--- src/rtl/traffic_pkg.sv ---
// Shared types and constants for the traffic light controller.
package traffic_pkg;

  localparam int unsigned COUNT_W = 7;

  // Lamp encodings, {red, yellow, green}
  localparam logic [2:0] RED    = 3'b100;
  localparam logic [2:0] YELLOW = 3'b010;
  localparam logic [2:0] GREEN  = 3'b001;

  typedef enum logic [2:0] {
    StNsGreen,
    StNsYellow,
    StAllRedA,
    StEwGreen,
    StEwYellow,
    StAllRedB
  } state_e;

  // Fixed cyclic phase order; unused encodings recover to NS green.
  function automatic state_e next_state(state_e s);
    case (s)
      StNsGreen:  return StNsYellow;
      StNsYellow: return StAllRedA;
      StAllRedA:  return StEwGreen;
      StEwGreen:  return StEwYellow;
      StEwYellow: return StAllRedB;
      default:    return StNsGreen;
    endcase
  endfunction

  // Lamp pattern for a state, packed as {ns, ew}.
  function automatic logic [5:0] lamps(state_e s);
    case (s)
      StNsGreen:  return {GREEN, RED};
      StNsYellow: return {YELLOW, RED};
      StEwGreen:  return {RED, GREEN};
      StEwYellow: return {RED, YELLOW};
      default:    return {RED, RED};
    endcase
  endfunction

endpackage

--- src/rtl/tick_gen.sv ---
// One-second prescaler: tick pulses for one cycle every CLK_DIV cycles.
module tick_gen #(
  parameter int unsigned CLK_DIV = 50_000_000
) (
  input  logic clk,
  input  logic rst,
  output logic tick
);

  localparam int unsigned PreW = (CLK_DIV > 1) ? $clog2(CLK_DIV) : 1;
  localparam logic [PreW-1:0] PreMax = PreW'(CLK_DIV - 1);

  logic [PreW-1:0] pre_q, pre_d;

  // Wrap at CLK_DIV-1 back to zero.
  always_comb begin
    pre_d = (pre_q == PreMax) ? '0 : pre_q + PreW'(1);
  end

  // Prescaler register with synchronous reset.
  always_ff @(posedge clk) begin
    if (rst) begin
      pre_q <= '0;
    end else begin
      pre_q <= pre_d;
    end
  end

  // Decoded from the register, so tick is 0 while pre_q sits at reset value 0.
  assign tick = (pre_q == PreMax);

endmodule

--- src/rtl/traffic_controller.sv ---
// Two-way intersection phase sequencer with per-second countdown.
// Optional pedestrian shortening is built when TRAFFIC_PED_REQ_EN is defined.
module traffic_controller
  import traffic_pkg::*;
#(
  parameter int unsigned CLK_DIV      = 50_000_000,
  parameter int unsigned GREEN_TIME   = 30,
  parameter int unsigned YELLOW_TIME  = 5,
  parameter int unsigned ALL_RED_TIME = 2,
  parameter int unsigned PED_TIME     = 10
) (
  input  logic               clk,
  input  logic               rst,
`ifdef TRAFFIC_PED_REQ_EN
  input  logic               ped_req,
`endif
  output logic [2:0]         ns_light,
  output logic [2:0]         ew_light,
  output logic [COUNT_W-1:0] count,
  output logic               tick
);

  // Durations must fit the two-digit display (1..69).
  if (CLK_DIV < 2 || GREEN_TIME < 1 || GREEN_TIME > 69 || YELLOW_TIME < 1 ||
      YELLOW_TIME > 69 || ALL_RED_TIME < 1 || ALL_RED_TIME > 69 || PED_TIME < 1 ||
      PED_TIME > 69) begin : g_param_check
    $error("traffic_controller: parameter out of range");
  end

  localparam logic [COUNT_W-1:0] GreenCnt  = COUNT_W'(GREEN_TIME);
  localparam logic [COUNT_W-1:0] YellowCnt = COUNT_W'(YELLOW_TIME);
  localparam logic [COUNT_W-1:0] AllRedCnt = COUNT_W'(ALL_RED_TIME);

  function automatic logic [COUNT_W-1:0] phase_len(state_e s);
    case (s)
      StNsGreen, StEwGreen:   return GreenCnt;
      StNsYellow, StEwYellow: return YellowCnt;
      default:                return AllRedCnt;
    endcase
  endfunction

  state_e             state_q, state_d;
  logic [COUNT_W-1:0] count_q, count_d;
  logic [2:0]         ns_q, ew_q;
  logic               phase_end;
  logic               is_green;

  tick_gen #(
    .CLK_DIV(CLK_DIV)
  ) u_tick_gen (
    .clk (clk),
    .rst (rst),
    .tick(tick)
  );

  assign phase_end = tick && (count_q == COUNT_W'(1));
  assign is_green  = (state_q == StNsGreen) || (state_q == StEwGreen);

`ifdef TRAFFIC_PED_REQ_EN
  localparam logic [COUNT_W-1:0] PedCnt = COUNT_W'(PED_TIME);

  logic ped_pend_q, ped_pend_d;
  logic ped_shorten;

  // Shorten only while green with more than PED_TIME left; phase end takes precedence.
  assign ped_shorten = is_green && ped_pend_q && (count_q > PedCnt) && !phase_end;

  // Pending is consumed by any green cycle that is not the phase end; a new request wins.
  always_comb begin
    ped_pend_d = ped_pend_q;
    if (is_green && !phase_end) begin
      ped_pend_d = 1'b0;
    end
    if (ped_req) begin
      ped_pend_d = 1'b1;
    end
  end

  // Pedestrian pending flag.
  always_ff @(posedge clk) begin
    if (rst) begin
      ped_pend_q <= 1'b0;
    end else begin
      ped_pend_q <= ped_pend_d;
    end
  end
`else
  logic ped_shorten;
  assign ped_shorten = 1'b0;
`endif

  // Next phase and countdown: phase end, then pedestrian shortening, then plain decrement.
  always_comb begin
    state_d = state_q;
    count_d = count_q;
    if (phase_end) begin
      state_d = next_state(state_q);
      count_d = phase_len(state_d);
`ifdef TRAFFIC_PED_REQ_EN
    end else if (ped_shorten) begin
      count_d = PedCnt;
`endif
    end else if (tick) begin
      count_d = count_q - COUNT_W'(1);
    end
  end

  // Phase FSM with registered lamps and count; both directions update on the same edge.
  always_ff @(posedge clk) begin
    if (rst) begin
      state_q <= StNsGreen;
      count_q <= GreenCnt;
      ns_q    <= GREEN;
      ew_q    <= RED;
    end else begin
      state_q      <= state_d;
      count_q      <= count_d;
      {ns_q, ew_q} <= lamps(state_d);
    end
  end

  assign ns_light = ns_q;
  assign ew_light = ew_q;
  assign count    = count_q;

endmodule

--- config.mk ---
export PLATFORM = sky130hd
export DESIGN_NAME = traffic_controller
export DESIGN_NICKNAME = d
export VERILOG_FILES = /design/src/rtl/traffic_pkg.sv /design/src/rtl/tick_gen.sv /design/src/rtl/traffic_controller.sv
export SDC_FILE = /design/constraint.sdc
export NUM_CORES = 1
export LEC_CHECK = 0
export ABC_AREA = 1
export BUFFER_PORTS_ARGS = -buffer_cell sky130_fd_sc_hd__buf_2
export CORE_ASPECT_RATIO = 1.2
export CORE_MARGIN = 2
export CORE_UTILIZATION = 54
export CTS_CLUSTER_SIZE = 40
export DETAILED_ROUTE_END_ITERATION = 10
export PLACE_DENSITY = 0.85
export SETUP_SLACK_MARGIN = 0.3
export SYNTH_ARGS = -nofsm -noshare
export SYNTH_HDL_FRONTEND = slang
export SYNTH_SLANG_ARGS = --single-unit
--- constraint.sdc ---
create_clock -name clk -period 1.5 [get_ports clk]
set_input_delay 0.225 -clock clk [delete_from_list [all_inputs] [get_ports clk]]
set_output_delay 0.225 -clock clk [all_outputs]
set_load 0.02 [all_outputs]
==> flow_metrics.env <==
export IMPL_area_delta_synth_final_pct=49.6
export IMPL_ff2ff_setup_slack_ps=-250
export IMPL_power_density_mw_per_mm2=594
export IMPL_coreArea_sq_mm=0.00397
export IMPL_clock_fmax_mhz=572
export IMPL_placementRows=25
export IMPL_final_common_cell="nand2_1"
export IMPL_vias=2889
export IMPL_drt_iter0_drc=354
export IMPL_wl_met2_um=4630
export IMPL_synth_cell_area_sq_mm=0.00227
export IMPL_io_buffers=15
export IMPL_drt_met1_wl_um=3040
export IMPL_nNetsFinal=405
export IMPL_syn_nets=329
export IMPL_clk_pin_slew_ps=80
export IMPL_synth_area_top_cells="dfxtp_1 37%, nand2_1 13%, inv_1 7.1%"
export IMPL_wl_per_cell_um=20.7
export IMPL_fin_crit_sh=1.17
export IMPL_start_util=0.571
export IMPL_ant_nets=0
export IMPL_skew_ps=11.8
export IMPL_place_congestion=0.961
export IMPL_rsz0062_at_grt="true"
export IMPL_worstReg2RegEnd="ew_light[2]"
export IMPL_layout_drive_gt1_share=0.491
export IMPL_r2r_start="u_tick_gen.pre_q[1]"
export IMPL_seq_area_frac_synth=0.371
export IMPL_viasPerCell=6.35
export IMPL_endpoint="ew_light[2]"
export IMPL_min_period_ps=1750
export IMPL_fin_cells=455
export IMPL_r2r_worst_path_cells=11
export IMPL_die_x_um=63.2
export IMPL_clock_sinks=42
export IMPL_wl_um=9420
export IMPL_dieArea_sq_mm=0.00474
export IMPL_diodes=0
export IMPL_grt_max_degree=15
export IMPL_final_setup_viol_count=43
export IMPL_cts_root_buffer="clkbuf_8"
export IMPL_crit_path_start_kind="register"
export IMPL_p_leak_nw=1.51
export IMPL_syn_area_per_cell_sq_um=7.00
export IMPL_placedCellCount=425
export IMPL_final_util=0.854
export IMPL_syn_inst=324
export IMPL_cts_tree="yes"
export IMPL_antenna_found_initial=0
export IMPL_synth_cell_type_count=32
export IMPL_h_tree_depth=2
export IMPL_dpl_hpwl_um=4120
export IMPL_cts_buffers=5
export IMPL_fp_dieH_um=75
export IMPL_grtUsageTotal=0.312
export IMPL_critPathRequiredTime_ps=1710
export IMPL_hold_class="primary input to register"
export IMPL_cp_end_kind="register"
export IMPL_grt_pass1_wl_um=11300
export IMPL_setup_tns_ps=-5550
export IMPL_cp_max_fo=6
export IMPL_post_route_drc_count=0
export IMPL_crit_arrival_ps=1960
export IMPL_grt_pass1_vias=2537
export IMPL_cap_violations=0
export IMPL_setup_slack_ps=-248
export IMPL_ios=16
export IMPL_final_max_slew_violation_count=0
export IMPL_clock_latency_ps=320
export IMPL_status="finished, violations left"
export IMPL_final_cell_mix="62 x nand2_1, 46 x buf_4, 31 x inv_1, 24 x nor2_1, 24 x dfxtp_1"
export IMPL_final_hold_viol_count=0
export IMPL_maxSlewHeadroom=0.649
export IMPL_clk_path_buf_depth=2
export IMPL_first_pass_iters=6
export IMPL_overflow=0
export IMPL_critPathKind="register to register"
export IMPL_violations="negative setup slack"
export IMPL_worstMarginPinSlew_ps=526
export IMPL_yosysWarnings=0
export IMPL_crit_path_start="u_tick_gen.pre_q[1]"
export IMPL_met3_length_um=872
export IMPL_synth_seq_cells=42
export IMPL_ir_drop_mv=0.602
export IMPL_synth_top_cell_by_area="dfxtp_1"
export IMPL_synth_top_area_frac=0.371
export IMPL_hp_start="rst"
export IMPL_routed_top_layer="met4"
==> cell families after synthesis <==
family | Yosys count | synth area share
and+or+nand+nor | 189 | 0.416
xor gates and xnor gates | 11 | 0.0425
buffers and inverters | 51 | 0.0899
DFF | 42 | 0.371
AOI/OAI and AO/OA | 28 | 0.0645
adders and majority gates | 3 | 0.0165
==> worst min-delay path by stage <==
stage | endpoint | slack [ps] | cells after the start
after global routing | ew_light[0] | 160 | 2
after global placement | ew_light[0] | 450 | 2
after CTS | ew_light[0] | 160 | 2
final | ew_light[0] | 160 | 2
after floorplan | ew_light[0] | 300 | 1
after detailed placement | ew_light[0] | 450 | 2
==> final cells by class <==
class,instances,area (sq um)
Fill cell,191,578
Tap cell,54,67.6
Sequential cell,42,871
Inverter,48,190
Multi-Input combinational cell,231,1550
Clock buffer,5,68.8
Timing Repair Buffer,72,623
Clock inverter,3,21.3
==> worst max-delay path, stage by stage, from the launching register on <==
cell,delay [ps]
dfxtp_2,370
ha_4,150
nand2_4,70
nor2_8,120
nand2_4,70
buf_6,140
nor2_8,160
nand3_4,130
nand2_2,120
nand3_2,120
nand3_2,130
nand2_1,50
==> layer usage <==
| metal | up-vias | global-route usage |
|---|---|---|
| met2 | 255 | 0.604 |
| met5 | - | 0 |
| met1 | 1347 | 0.313 |
| li1 | 1192 | - |
| met3 | 95 | 0.0508 |
| met4 | 0 | 0.205 |
==> sequential cells by signal, summed over array words and instances, names as in the netlist <==
register and count:
state_q 3, ns_light 3, u_tick_gen.pre_q 26, count 7
ew_light 3
==> where the power goes <==
group | total (mW) | switching (mW) | internal (mW)
sequential | 1.13 | 0.00921 | 1.12
combinational | 0.112 | 0.0592 | 0.0529
clock | 0.780 | 0.452 | 0.328
==> stage by stage <==
stage	instance area [sq um]	hold slack, ps	worst slack, ps	power (mW)
3_5_place_dp	2740	452	-21.4	1.21
3_3_place_gp	2740	455	6.30	1.21
6_report	3390	160	-248	2.02
5_1_grt	3390	156	-329	2.04
4_1_cts	3130	159	-131	1.98
2_1_floorplan	2340	297	4.23	1.19
==> cells in the mapped netlist (all sizes together) <==
cell,instances
nand3,20
or2,7
ha,3
nand4,16
nor3b,3
nor2,44
dfxtp,42
xor2,8
o221ai,1
o21ai,8
o211ai,1
nor3,13
or3,1
inv,48
a21oi,18
buf,3
nand2,85
xnor2,3
==> what timing repair did <==
action / 4_1_cts / 5_1_grt
setup buffers: 10 / 9
cloned: 3 / 0
resized for setup: 47 / 65
pin swaps: 16 / 26
setup endpoints to repair: 43 / 44
hold buffers: 0 / 0
Power figures use the tool's default switching activity.
